[src/rtl/encode_hex_to_ascii.sv]
// encode_hex_to_ascii: prints a NIBBLES-digit hex value as ASCII characters,
// most significant digit first, over a toggle-handshake link to a UART
// transmitter. Requests and acknowledges are level toggles; each is buffered
// once and edge-detected against a stored previous value.
// Optional feature: define APPEND_CRLF_EN to append 0x0D, 0x0A to each frame.
module encode_hex_to_ascii #(
  parameter int NIBBLES   = 4,
  parameter int UPPERCASE = 1
) (
  input  logic                   clk,
  input  logic                   rst,
  input  logic [4*NIBBLES-1:0]   hex_data,
  input  logic                   input_strobe,
  input  logic                   tx_done,
  output logic [7:0]             ascii_data,
  output logic                   tx_strobe,
  output logic                   busy,
  output logic                   send_complete_toggle_signal,
  output logic                   overrun
);

  localparam int DATA_W = 4 * NIBBLES;
`ifdef APPEND_CRLF_EN
  localparam int CHARS = NIBBLES + 2;
`else
  localparam int CHARS = NIBBLES;
`endif
  localparam logic [3:0] LAST_IDX = 4'(CHARS - 1);

  typedef enum logic [2:0] {
    IDLE,
    LOAD,
    SEND,
    WAIT_ACK,
    DONE
  } state_t;

  state_t            state, state_next;
  logic              in_buf, in_prev;
  logic              ack_buf, ack_prev;
  logic              req_edge, ack_edge;
  logic [DATA_W-1:0] data_q, data_next;
  logic [3:0]        idx, idx_next;
  logic [7:0]        ascii_next;
  logic              tx_strobe_next;
  logic              busy_next;
  logic              complete_next;
  logic              overrun_next;

  // One hex digit to its ASCII code; letters follow the UPPERCASE setting.
  function automatic logic [7:0] hex_char(input logic [3:0] n);
    if (n < 4'd10) begin
      return 8'h30 + {4'h0, n};
    end else if (UPPERCASE != 0) begin
      return 8'h37 + {4'h0, n};
    end else begin
      return 8'h57 + {4'h0, n};
    end
  endfunction

  // Character at position i of the frame: digits MSB first, then CR/LF when enabled.
  function automatic logic [7:0] char_at(input logic [DATA_W-1:0] d, input logic [3:0] i);
    logic [DATA_W-1:0] sh;
`ifdef APPEND_CRLF_EN
    if (i == 4'(NIBBLES)) begin
      return 8'h0D;
    end
    if (i == 4'(NIBBLES + 1)) begin
      return 8'h0A;
    end
`endif
    sh = d >> (4 * (NIBBLES - 1 - int'(i)));
    return hex_char(sh[3:0]);
  endfunction

  // Strobe buffers and previous-value registers for both toggle inputs.
  always_ff @(posedge clk) begin
    if (!rst) begin
      in_buf   <= 1'b0;
      in_prev  <= 1'b0;
      ack_buf  <= 1'b0;
      ack_prev <= 1'b0;
    end else begin
      in_buf   <= input_strobe;
      in_prev  <= in_buf;
      ack_buf  <= tx_done;
      ack_prev <= ack_buf;
    end
  end

  // Previous values always track, so edges arriving in the wrong state are absorbed.
  assign req_edge = in_buf ^ in_prev;
  assign ack_edge = ack_buf ^ ack_prev;

  // State register and registered outputs.
  always_ff @(posedge clk) begin
    if (!rst) begin
      state                       <= IDLE;
      idx                         <= 4'd0;
      ascii_data                  <= 8'h00;
      tx_strobe                   <= 1'b0;
      busy                        <= 1'b0;
      send_complete_toggle_signal <= 1'b0;
      overrun                     <= 1'b0;
    end else begin
      state                       <= state_next;
      idx                         <= idx_next;
      ascii_data                  <= ascii_next;
      tx_strobe                   <= tx_strobe_next;
      busy                        <= busy_next;
      send_complete_toggle_signal <= complete_next;
      overrun                     <= overrun_next;
    end
  end

  // Frame data latch; only ever read after a request has loaded it.
  always_ff @(posedge clk) begin
    data_q <= data_next;
  end

  // Next-state and output logic; any request edge outside IDLE is dropped as an overrun.
  always_comb begin
    state_next     = state;
    idx_next       = idx;
    data_next      = data_q;
    ascii_next     = ascii_data;
    tx_strobe_next = tx_strobe;
    busy_next      = busy;
    complete_next  = send_complete_toggle_signal;
    overrun_next   = req_edge && (state != IDLE);
    case (state)
      IDLE: begin
        if (req_edge) begin
          data_next  = hex_data;
          idx_next   = 4'd0;
          busy_next  = 1'b1;
          state_next = LOAD;
        end
      end
      LOAD: begin
        state_next = SEND;
      end
      SEND: begin
        ascii_next     = char_at(data_q, idx);
        tx_strobe_next = ~tx_strobe;
        state_next     = WAIT_ACK;
      end
      WAIT_ACK: begin
        if (ack_edge) begin
          if (idx == LAST_IDX) begin
            state_next = DONE;
          end else begin
            idx_next   = idx + 4'd1;
            state_next = SEND;
          end
        end
      end
      DONE: begin
        complete_next = ~send_complete_toggle_signal;
        busy_next     = 1'b0;
        state_next    = IDLE;
      end
      default: begin
        state_next = IDLE;
      end
    endcase
  end

endmodule

[config.mk]
export PLATFORM = sky130hd
export DESIGN_NAME = encode_hex_to_ascii
export DESIGN_NICKNAME = d
export VERILOG_FILES = /design/src/rtl/encode_hex_to_ascii.sv
export SDC_FILE = /design/constraint.sdc
export NUM_CORES = 1
export LEC_CHECK = 0
export ABC_AREA = 1
export CELL_PAD_IN_SITES_DETAIL_PLACEMENT = 0
export CELL_PAD_IN_SITES_GLOBAL_PLACEMENT = 1
export CORE_UTILIZATION = 41
export DETAILED_ROUTE_END_ITERATION = 8
export PLACE_DENSITY = 0.92
export SLEW_MARGIN = 0
export SYNTH_ARGS = -nofsm -noshare
export SYNTH_HDL_FRONTEND = slang
export SYNTH_SLANG_ARGS = --single-unit
export TNS_END_PERCENT = 100
[constraint.sdc]
create_clock -name clk -period 5.24 [get_ports clk]
set_input_delay 0.786 -clock clk [delete_from_list [all_inputs] [get_ports clk]]
set_output_delay 0.786 -clock clk [all_outputs]
set_load 0.05 [all_outputs]
==> results of run 1 <==
-- final timing paths --
| kind | start | end | depth (start not counted) |
|---|---|---|---|
| max | busy$_SDFFE_PN0P_ | busy | 1 |
| min | in_buf$_SDFF_PN0_ | in_prev$_SDFF_PN0_ | 2 |
| max reg2reg | idx[0]$_SDFFE_PN0P_ | ascii_data[2]$_SDFFE_PN0P_ | 14 |
| min reg2reg | in_buf$_SDFF_PN0_ | in_prev$_SDFF_PN0_ | 2 |
-- cell type report --
type | instances | share of cell area, %
clock buffers | 5 | 3.20
well taps | 48 | 2.79
clock inverters | 3 | 3.20
flip-flops and latches | 38 | 42.8
repair buffers | 31 | 14.3
inverters | 31 | 5.47
multi-input cells | 119 | 28.2
-- synthesized netlist by cell type (3+ instances only) --
| library cell | number | area share, % |
|---|---|---|
| nand2_1 | 40 | 9.0 |
| inv_1 | 28 | 6.3 |
| dfxtp_1 | 22 | 26 |
| nor2_1 | 17 | 3.8 |
| edfxtp_1 | 16 | 29 |
| nand3_1 | 16 | 4.8 |
| a21oi_1 | 15 | 4.5 |
| nand3_2 | 5 | 3.0 |
| o21ai_0 | 4 | 1.2 |
| nand2_2 | 3 | 1.1 |
| o21ai_1 | 3 | 0.90 |
| xor2_1 | 3 | 1.6 |
-- cell families after synthesis --
kind of cell,Yosys count
simple gates,89
flops,38
buf+inv,36
compound gates,24
xor+xnor,3
fa+ha+maj,2
other cells,1
-- stage by stage --
step	area (um2)	total power [mW]	cells	utilization (%)	hold slack, ns
after floorplan	1680	0.650	193	-	0.419
after global placement	2010	0.734	267	53.0	0.424
after detailed placement	2010	0.738	267	53.0	0.438
after CTS	2150	1.04	275	56.6	0.448
after global routing	2150	1.09	275	56.6	0.469
final	2150	1.03	275	56.6	0.444
-- power by group --
group          total [mW]  leakage, nW  internal, mW  switching, mW
Combinational       0.346        0.529         0.119          0.226
Sequential          0.385        0.329         0.353         0.0321
Clock               0.298       0.0683         0.191          0.108
Total                1.03        0.926         0.663          0.366
-- sequential cells by signal (all words and copies together), names as in the netlist --
register                     count
overrun                          1
data_q                          16
ack_buf                          1
ascii_data                       7
tx_strobe                        1
send_complete_toggle_signal      1
idx                              4
busy                             1
ack_prev                         1
in_prev                          1
state                            3
in_buf                           1
-- routing by layer --
layer  share of wire [%]  up-vias  global-route usage (%)
met3                 3.3        7                    4.14
li1                    -      681                       -
met4                 2.8        0                    10.6
met2                  46       33                    24.9
met5                   0        -                       0
met1                  48      567                    19.7
==> out/metrics.sh, run 1 <==
NUMPORTBUFFERS=30
CTS.HTREE.LEVELS=2
ROUTE.DETAILED.VIAS_PER_INST=4.68
FINISH.NET_COUNT=248
FINALHOLDVIOLCOUNT=0
COMPLEX_GATE_FRACTION_OF_THE_SYNTHESIZED_AREA_PCT=7.47
INSERTEDDIODECOUNT=0
SYNTHSIMPLEGATEAREAFRAC_PCT=25.4
STARTING_DENSITY_PCT=44.1
CLK_PIN_SLEW_NS=0.07
WORST-PATH-MAX-FANOUT=2
NUMBER_OF_INSTANCES_IN_THE_SYNTHESIZED_NETLIST=193
SYNTH.AREA.MUX_SHARE_PCT=0
TIMING.CRITICAL_PATH.FROM_TYPE='register'
IR_DROP_uV=222
FIRST_PASS_ITERS=4
DP_WORST_SETUP_SLACK_NS=3.11
CLK_ROOT_BUFFER_CELL='clkbuf_8'
SYNTHADDERAREAFRAC_PCT=1.49
DRV.MAX_CAP_VIOLATION_COUNT=0
SLEW_VIOL_FINAL=0
WORSTSETUPENDPOINTTYPE='output pin'
SYNTH_EDF_COUNT=16
SETUP-VIOLATIONS-FINAL=0
MAX-SLEW-MARGIN-REL_PCT=51.7
TRITONCTS_CLOCK_TREE='built'
YS_DOMINANT_REG_CELL='dfxtp_1'
CTS.REPAIR_TIMING.SETUP_BUFFER_COUNT=0
POSTSYNTHNETCOUNT=215
FINAL_TOTAL_NEGATIVE_SETUP_SLACK_NS=0
TIMING.CRITICAL_PATH.SLOWEST_STAGE_CELL='clkdlybuf4s50_1'
DIE_W_UM=65.9
SLOWEST_DELAY_NS=0.80
PIN_COUNT_OF_THE_BIGGEST_NET_ENTERING_GLOBAL_ROUTING=18
ASYNC_FLOP_SHARE_PCT=0
VIAS=1288
GLOBAL_ROUTE.USAGE.TOTAL_PCT=16.1
NUMCLOCKSINKS=38
POST_SYNTH_INSTANCE_AREA_UM2=1680
CORE_AREA_UM2=3800
SYNTH-SEQ-AREA-SHARE_PCT=55.0
GRT_SETUP_UNREPAIRED='no'
CLOCK_SKEW_NS=0.00444
LAYOUT_COMMONEST_CELL='nand2_1'
FINALWORSTPATHREQUIREDPERIOD_NS=2.22
GLOBAL_ROUTE.OVERFLOW_TOTAL=0
P_PER_AREA_nW_PER_UM2=479
N_FILL_CELL=352
R2R_SLACK_NS=3.32
WORST-ENDPOINT-ARRIVAL_NS=1.44
SYNTHESIS.AREA_PER_INSTANCE_UM2=8.68
DRC=0
FMAXACHIEVABLE_MHz=449
CTS_REPAIR_RESIZE_COUNT=0
PLACE.GP.CONGESTION=0.774
RESULT_OF_THE_RUN='finished clean'
FINAL.SETUP.WORST_SLACK_NS=3.02
PATH_CLASS='reg -> out'
LAYOUT.CELLS.MOST_COMMON_LIST='40 x nand2_1, 30 x clkdlybuf4s50_1, 28 x inv_1, 22 x dfxtp_1, 17 x nor2_1'
GRT_FIRST_PASS_WIRELENGTH_UM=5060
MULTIINPUTGATEAREA_UM2=606
SYNTHTOLAYOUTAREAGROWTH_PCT=28.3
SYNTH_XOR_AREA_SHARE_PCT=1.57
MAXIMUM_COUNT_OF_CLOCK_BUFFERS_ALONG_A_SINGLE_PATH=2
IOPINCOUNT=32
DRT-WIRELENGTH-PER-CELL_UM=10.8
YOSYSUNIQUECELLTYPES=27
POST_CTS_HOLD_BUFFER_COUNT=0
YOSYS_WARNINGS=0
GRT_ANTENNA_BEFORE_REPAIR=0
FIRST_ITER_VIOLATIONS=79
WORST_SLEW_PIN_SLEW_NS=0.722
CRITICAL-PATH-TOP-DELAY-FAMILY='buffers and inverters'
CRITICAL_PATH_BUF_INV_COUNT=1
POWER_LEAKAGE_nW=0.926
TRITONCTS.NUM_BUFFERS=5
DIE-HEIGHT_UM=65.9
WORSTSKEWPAIRLATENCY_NS=0.29
DP_HPWL_UM=2110
AREA.SEQUENTIAL_UM2=921
SYNTH_TOP_FAMILY_BY_AREA='simple AND/OR/NAND/NOR gates'
POSTROUTEWIRELENGTH_UM=2980
HOLD_CLASS='reg -> reg'
ANT_NETS=0
PATH_CELLS='clkdlybuf4s50_1'
FP.DIEAREA_UM2=4350
FINAL_MIN_PERIOD_OVER_CLOCK_PERIOD_PCT=42.5
WORST_EP_REQUIRED_TIME_NS=4.45
SYNTH.FF_LATCH_COUNT=38
VIA_COUNT_OF_THE_FIRST_GLOBAL_ROUTING_PASS=1174
CORE.ROWCOUNT=22
DRIVE_GT1_SHARE_PCT=10.6
Power figures use the tool's default switching activity.
==> inputs of run 2 (changes only) <==
--- a/config.mk
+++ b/config.mk
@@ -8,9 +8,9 @@
 export ABC_AREA = 1
 export CELL_PAD_IN_SITES_DETAIL_PLACEMENT = 0
 export CELL_PAD_IN_SITES_GLOBAL_PLACEMENT = 1
-export CORE_UTILIZATION = 41
+export CORE_UTILIZATION = 38
 export DETAILED_ROUTE_END_ITERATION = 8
-export PLACE_DENSITY = 0.92
+export PLACE_DENSITY = 0.86
 export SLEW_MARGIN = 0
 export SYNTH_ARGS = -nofsm -noshare
 export SYNTH_HDL_FRONTEND = slang
==> constraint.sdc (replaced) <==
create_clock -name clk -period 2.18 [get_ports clk]
set_input_delay 0.327 -clock clk [delete_from_list [all_inputs] [get_ports clk]]
set_output_delay 0.327 -clock clk [all_outputs]
set_load 0.05 [all_outputs]
==> out/metrics.sh, run 2 (synthesis results as in run 1) <==
HOLDCRITSTARTPOINT='in_buf$_SDFF_PN0_'  # unchanged
TRITONCTS.NUM_BUFFERS=5  # unchanged
N_FILL_CELL=406  # was 352
FINISH.NET_COUNT=251  # was 248
CLK_ROOT_BUFFER_CELL='clkbuf_8'  # unchanged
HOLD_CLASS='reg -> reg'  # unchanged
GRT_ANTENNA_BEFORE_REPAIR=0  # unchanged
CLOCK_SKEW_NS=0.00429  # was 0.00444 ns
TRITONCTS_CLOCK_TREE='built'  # unchanged
WORST-R2R-CELL-COUNT=8  # was 14
HOLD_SLACK_NS=0.440  # was 0.444 ns
DIE-HEIGHT_UM=68.4  # was 65.9 um
DRC=0  # unchanged
DRV.MAX_CAP_VIOLATION_COUNT=0  # unchanged
MAX-SLEW-MARGIN-REL_PCT=66.8  # was 51.7%
WORSTSETUPENDPOINTTYPE='output pin'  # unchanged
PATH_CLASS='reg -> out'  # unchanged
REGTOREGSTARTPOINT='idx[1]$_SDFFE_PN0P_'  # was idx[0]$_SDFFE_PN0P_
WORSTHOLDPATHCELLS=2  # unchanged
FMAXACHIEVABLE_MHz=567
GLOBAL_ROUTE.OVERFLOW_TOTAL=0  # unchanged
POST_CTS_HOLD_BUFFER_COUNT=0  # unchanged
FINAL_TOTAL_NEGATIVE_SETUP_SLACK_NS=0  # unchanged
CTS.HTREE.LEVELS=2  # unchanged
DRT-WIRELENGTH-PER-CELL_UM=10.4  # was 10.8 um
R2R_END='ascii_data[1]$_SDFFE_PN0P_'  # was ascii_data[2]$_SDFFE_PN0P_
ROUTE.DETAILED.VIAS_PER_INST=4.55  # was 4.68
STARTING_DENSITY_PCT=40.7  # was 44.1%
NUMPORTBUFFERS=30  # unchanged
CORE_AREA_UM2=4120  # was 3800 um2
VIA_COUNT_OF_THE_FIRST_GLOBAL_ROUTING_PASS=1128  # was 1174
INSERTEDDIODECOUNT=0  # unchanged
FINALWORSTPATHREQUIREDPERIOD_NS=1.76
WORST_SLEW_PIN_SLEW_NS=0.497  # was 0.722 ns
PIN_COUNT_OF_THE_BIGGEST_NET_ENTERING_GLOBAL_ROUTING=18  # unchanged
NUMBER_OF_FLIP_FLOPS_UNDER_THE_LARGEST_REGISTER_NAME=16  # unchanged
LARGEST_REGISTER='data_q'  # unchanged
LAYOUT_COMMONEST_CELL='nand2_1'  # unchanged
IOPINCOUNT=32  # unchanged
FIRST_ITER_VIOLATIONS=51  # was 79
SYNTHTOLAYOUTAREAGROWTH_PCT=26.7  # was 28.3%
WORST-ENDPOINT-ARRIVAL_NS=1.44  # about the same
GRT_SETUP_UNREPAIRED='no'  # unchanged
SLOWEST_DELAY_NS=0.80  # about the same
FP.DIEAREA_UM2=4680  # was 4350 um2
CTS_REPAIR_RESIZE_COUNT=0  # unchanged
PLACE.GP.CONGESTION=0.822  # was 0.774
GLOBAL_ROUTE.USAGE.TOTAL_PCT=14.8  # was 16.1%
CRITICAL_PATH.STARTPOINT='busy$_SDFFE_PN0P_'  # unchanged
CRITICAL-PATH-TOP-DELAY-FAMILY='buffers and inverters'  # unchanged
SETUP-VIOLATIONS-FINAL=0  # unchanged
TIMING.CRITICAL_PATH.FROM_TYPE='register'  # unchanged
WORST-PATH-MAX-FANOUT=2  # unchanged
DP_HPWL_UM=2220  # was 2110 um
TIMING.CRITICAL_PATH.SLOWEST_STAGE_CELL='clkdlybuf4s50_1'  # unchanged
VIAS=1273  # was 1288
P_PER_AREA_nW_PER_UM2=1050  # was 479 nW/um2
CRITICAL_PATH_BUF_INV_COUNT=1  # unchanged
ANT_NETS=0  # unchanged
RESULT_OF_THE_RUN='finished clean'  # unchanged
POWER_LEAKAGE_nW=0.915  # was 0.926 nW
REG.LARGEST.LIST='data_q x16, ascii_data x7, idx x4'  # unchanged
FIRST_PASS_ITERS=4  # unchanged
CTS.REPAIR_TIMING.SETUP_BUFFER_COUNT=0  # unchanged
FINAL_MIN_PERIOD_OVER_CLOCK_PERIOD_PCT=80.8
WHS_ENDPOINT='in_prev$_SDFF_PN0_'  # unchanged
CORE.ROWCOUNT=23  # was 22
FINALHOLDVIOLCOUNT=0  # unchanged
IR_DROP_uV=476  # was 222 uV
WORST_EP_REQUIRED_TIME_NS=1.85  # was 4.45 ns
LAYOUT.CELLS.MOST_COMMON_LIST='40 x nand2_1, 30 x clkdlybuf4s50_1, 28 x inv_1, 22 x dfxtp_1, 17 x nor2_1'  # unchanged
FINAL.SETUP.WORST_SLACK_NS=0.418  # was 3.02 ns
DIE_W_UM=68.4  # was 65.9 um
MAXIMUM_COUNT_OF_CLOCK_BUFFERS_ALONG_A_SINGLE_PATH=2  # unchanged
R2R_SLACK_NS=0.48  # was 3.32 ns
POSTROUTEWIRELENGTH_UM=2920  # was 2980 um
PATH_CELLS='clkdlybuf4s50_1'  # unchanged
WORSTSKEWPAIRLATENCY_NS=0.29  # about the same
CLK_PIN_SLEW_NS=0.07  # about the same
SLEW_VIOL_FINAL=0  # unchanged
DESIGN_POWER_TOTAL_mW=2.22  # was 1.03 mW
GRT_FIRST_PASS_WIRELENGTH_UM=4890  # was 5060 um
NUMCLOCKSINKS=38  # unchanged
DP_WORST_SETUP_SLACK_NS=0.510  # was 3.11 ns
DRIVE_GT1_SHARE_PCT=11.3  # was 10.6%
==> run 2: cell types whose count changed in the layout (fill, tap and decap cells not counted), sizes merged <==
cell | previous run | this run
buf | 1 | 4
clkinv | 2 | 3
bufinv | 2 | 0
clkinvlp | 0 | 1
==> run 2: worst max path at each step <==
stage,end,depth (start not counted)
2_1_floorplan,data_q[0]$_DFFE_PP_,3
3_3_place_gp,ascii_data[1]$_SDFFE_PN0P_,8
3_5_place_dp,ascii_data[1]$_SDFFE_PN0P_,8
4_1_cts,busy,1
5_1_grt,ascii_data[2]$_SDFFE_PN0P_,13
6_report,busy,1
==> run 2: layer usage <==
layer	up-vias	GRT usage, %	share of wire [%]
li1	691	-	-
met1	547	18.5	47
met2	28	21.9	46
met3	7	4.50	3.8
met4	0	9.11	2.5
met5	-	0	0
==> run 2: area by class of cell <==
type / instances / area [um2] / area share, %
clock buffer: 5 / 68.8 / 3.24
clock inverter: 3 / 16.3 / 0.767
sequential: 38 / 921 / 43.4
tap: 50 / 62.6 / 2.95
multi-input combinational: 119 / 606 / 28.5
timing repair buffer: 34 / 330 / 15.6
inverter: 31 / 118 / 5.54
==> run 2: power breakdown <==
part	switching [mW]	internal (mW)
Sequential	0.0649	0.849
Combinational	0.543	0.300
Clock	0.244	0.219
Total	0.852	1.37
==> run 2: per-stage QoR <==
| step | utilization [%] | instance area (um2) | instances |
|---|---|---|---|
| 5_1_grt | 51.6 | 2120 | 280 |
| 3_5_place_dp | 49.5 | 2040 | 272 |
| 4_1_cts | 51.6 | 2120 | 280 |
| 2_1_floorplan | - | 1680 | 193 |
| 3_3_place_gp | 49.5 | 2040 | 272 |
| 6_report | 51.6 | 2120 | 280 |
==> inputs of run 3 (changes only) <==
--- a/config.mk
+++ b/config.mk
@@ -8,9 +8,9 @@
 export ABC_AREA = 1
 export CELL_PAD_IN_SITES_DETAIL_PLACEMENT = 0
 export CELL_PAD_IN_SITES_GLOBAL_PLACEMENT = 1
-export CORE_UTILIZATION = 38
+export CORE_UTILIZATION = 34
 export DETAILED_ROUTE_END_ITERATION = 8
-export PLACE_DENSITY = 0.86
+export PLACE_DENSITY = 0.82
 export SLEW_MARGIN = 0
 export SYNTH_ARGS = -nofsm -noshare
 export SYNTH_HDL_FRONTEND = slang
==> constraint.sdc (replaced) <==
create_clock -name clk -period 1.61 [get_ports clk]
set_input_delay 0.2415 -clock clk [delete_from_list [all_inputs] [get_ports clk]]
set_output_delay 0.2415 -clock clk [all_outputs]
set_load 0.05 [all_outputs]
==> out/metrics.sh, run 3 (synthesis results as in run 1) <==
REG.LARGEST.LIST='data_q x16, ascii_data x7, idx x4'  # unchanged
SLEW_VIOL_FINAL=0  # unchanged
DIE_W_UM=72.2  # was 68.4 um
SYNTHTOLAYOUTAREAGROWTH_PCT=30.5  # was 26.7%
IOPINCOUNT=32  # unchanged
DRT-WIRELENGTH-PER-CELL_UM=9.91  # was 10.4 um
DP_HPWL_UM=2200  # was 2220 um
N_FILL_CELL=477  # was 406
FP.DIEAREA_UM2=5210  # was 4680 um2
FINAL_TOTAL_NEGATIVE_SETUP_SLACK_NS=0  # unchanged
RESULT_OF_THE_RUN='finished clean'  # unchanged
VIA_COUNT_OF_THE_FIRST_GLOBAL_ROUTING_PASS=1220  # was 1128
PLACED_CELLS_INCL_TAPS=292  # was 272
POST-ROUTE-UTIL_PCT=46.3  # was 51.6%
FINAL_MIN_PERIOD_OVER_CLOCK_PERIOD_PCT=92.8
GRT_ANTENNA_BEFORE_REPAIR=0  # unchanged
PATH_CELLS='inv_4 -> nand2_1 -> nand3_1 -> nand2_2 -> nor2_2 -> inv_1 -> ha_1 -> or2_1 -> a21oi_2'  # was clkdlybuf4s50_1
LAYOUT.CELLS.MOST_COMMON_LIST='40 x nand2_1, 28 x inv_1, 21 x dfxtp_1, 19 x clkdlybuf4s50_1, 19 x buf_4'  # was 40 x nand2_1, 30 x clkdlybuf4s50_1, 28 x inv_1, 22 x dfxtp_1, 17 x nor2_1
CORE.ROWCOUNT=25  # was 23
WORSTSETUPENDPOINTTYPE='register'  # was output pin
LARGEST_REGISTER='data_q'  # unchanged
DP_WORST_SETUP_SLACK_NS=-0.0112  # was 0.510 ns
SLOWEST_DELAY_NS=0.37  # was 0.80 ns
TRITONCTS.NUM_BUFFERS=5  # unchanged
WORST-PATH-STAGES=9  # was 1
TRITONCTS_CLOCK_TREE='built'  # unchanged
POSTROUTEWIRELENGTH_UM=2980  # was 2920 um
FIRST_ITER_VIOLATIONS=43  # was 51
FINISH.NET_COUNT=255  # was 251
IR_DROP_uV=544  # was 476 uV
WORSTHOLDPATHCELLS=2  # unchanged
AREA.SEQUENTIAL_UM2=925  # was 921 um2
FINALHOLDVIOLCOUNT=0  # unchanged
CLK_ROOT_BUFFER_CELL='clkbuf_8'  # unchanged
FIRST_PASS_ITERS=4  # unchanged
NUMBER_OF_FLIP_FLOPS_UNDER_THE_LARGEST_REGISTER_NAME=16  # unchanged
POWER_LEAKAGE_nW=0.966  # was 0.915 nW
PIN_COUNT_OF_THE_BIGGEST_NET_ENTERING_GLOBAL_ROUTING=18  # unchanged
CRITICAL_PATH_BUF_INV_COUNT=2  # was 1
DRV.MAX_CAP_VIOLATION_COUNT=0  # unchanged
R2R_SLACK_NS=0.12  # was 0.48 ns
PATH_CLASS='reg -> reg'  # was reg -> out
NUMPORTBUFFERS=30  # unchanged
SETUP-VIOLATIONS-FINAL=0  # unchanged
CORE_AREA_UM2=4720  # was 4120 um2
GLOBAL_ROUTE.USAGE.TOTAL_PCT=13.2  # was 14.8%
CLOCK_SKEW_NS=0.0111  # was 0.00429 ns
DRIVE_GT1_SHARE_PCT=19.2  # was 11.3%
HOLD_CLASS='reg -> reg'  # unchanged
GRT_FIRST_PASS_WIRELENGTH_UM=5220  # was 4890 um
ROUTE.DETAILED.VIAS_PER_INST=4.32  # was 4.55
WORST-ENDPOINT-ARRIVAL_NS=1.73  # was 1.44 ns
TIMING.CRITICAL_PATH.FROM_TYPE='register'  # unchanged
DIE-HEIGHT_UM=72.2  # was 68.4 um
DRC=0  # unchanged
INSERTEDDIODECOUNT=0  # unchanged
CLK_PIN_SLEW_NS=0.08  # was 0.07 ns
VIAS=1299  # was 1273
WORST-PATH-MAX-FANOUT=8  # was 2
WORST-R2R-CELL-COUNT=9  # was 8
FINAL.SETUP.WORST_SLACK_NS=0.117  # was 0.418 ns
CRITICAL-PATH-TOP-DELAY-FAMILY='simple AND/OR/NAND/NOR gates'  # was buffers and inverters
P_PER_AREA_nW_PER_UM2=1480  # was 1050 nW/um2
MAXIMUM_COUNT_OF_CLOCK_BUFFERS_ALONG_A_SINGLE_PATH=2  # unchanged
WORSTSKEWPAIRLATENCY_NS=0.30  # was 0.29 ns
NUMCLOCKSINKS=38  # unchanged
STARTING_DENSITY_PCT=35.5  # was 40.7%
MULTIINPUTGATEAREA_UM2=611  # was 606 um2
LAYOUTNONFILLERINSTCOUNT=301  # was 280
PLACE.GP.CONGESTION=0.812  # was 0.822
TIMING.CRITICAL_PATH.SLOWEST_STAGE_CELL='dfxtp_4'  # was clkdlybuf4s50_1
LAYOUT_COMMONEST_CELL='nand2_1'  # unchanged
GLOBAL_ROUTE.OVERFLOW_TOTAL=0  # unchanged
ANT_NETS=0  # unchanged
FINALWORSTPATHREQUIREDPERIOD_NS=1.49
CTS.HTREE.LEVELS=2  # unchanged
WORST_EP_REQUIRED_TIME_NS=1.85  # about the same
FMAXACHIEVABLE_MHz=670
[run 3: report_power, final]
group	switching [mW]	internal (mW)	leakage, nW
sequential	0.0755	1.15	0.330
combinational	0.762	0.439	0.585
clock	0.349	0.461	0.0504
[run 3: timing repair]
item                       CTS  global route
gates cloned                 0             0
setup endpoints to repair    2             4
resized for setup            1             3
hold endpoints to repair     0             0
setup buffers                0             1
hold buffers                 0             0
[run 3: per-stage QoR]
stage                     hold WS [ns]  cell area, um2  total power [mW]
after CTS                        0.440            2170              3.26
after global placement           0.429            2060              2.43
after floorplan                  0.335            1680              2.12
final                            0.436            2190              3.24
after global routing             0.471            2190              3.46
after detailed placement         0.429            2060              2.44
[run 3: final cells by class]
cell class                 instances  share of cell area [%]
sequential                        38                    42.3
tap                               67                    3.84
timing repair buffer              38                    15.2
multi-input combinational        119                    27.9
clock inverter                     3                    2.06
inverter                          31                    5.50
clock buffer                       5                    3.15
[run 3: path summary, 6_finish.rpt]
check | startpoint | to
hold / removal | in_buf$_SDFF_PN0_ | in_prev$_SDFF_PN0_
setup reg to reg | idx[0]$_SDFFE_PN0P_ | ascii_data[1]$_SDFFE_PN0P_
hold reg to reg | in_buf$_SDFF_PN0_ | in_prev$_SDFF_PN0_
setup / recovery | idx[0]$_SDFFE_PN0P_ | ascii_data[1]$_SDFFE_PN0P_
[run 3: worst reg2reg max path: cells and delay by family (launching register included)]
family                   cells  cell delay (ns)
adder cells (fa/ha/maj)      1             0.27
AO/OA/AOI/OAI                1             0.11
buffers and inverters        2             0.14
flip-flops                   1             0.37
AND/OR/NAND/NOR              5             0.56
[run 3: layer usage]
layer  vias up  global-route usage (%)  wire (um)
li1        694                       -          -
met1       569                    16.0       1430
met2        29                    21.3       1360
met3         7                    3.75        123
met4         0                    7.19         72
met5         -                       0          0
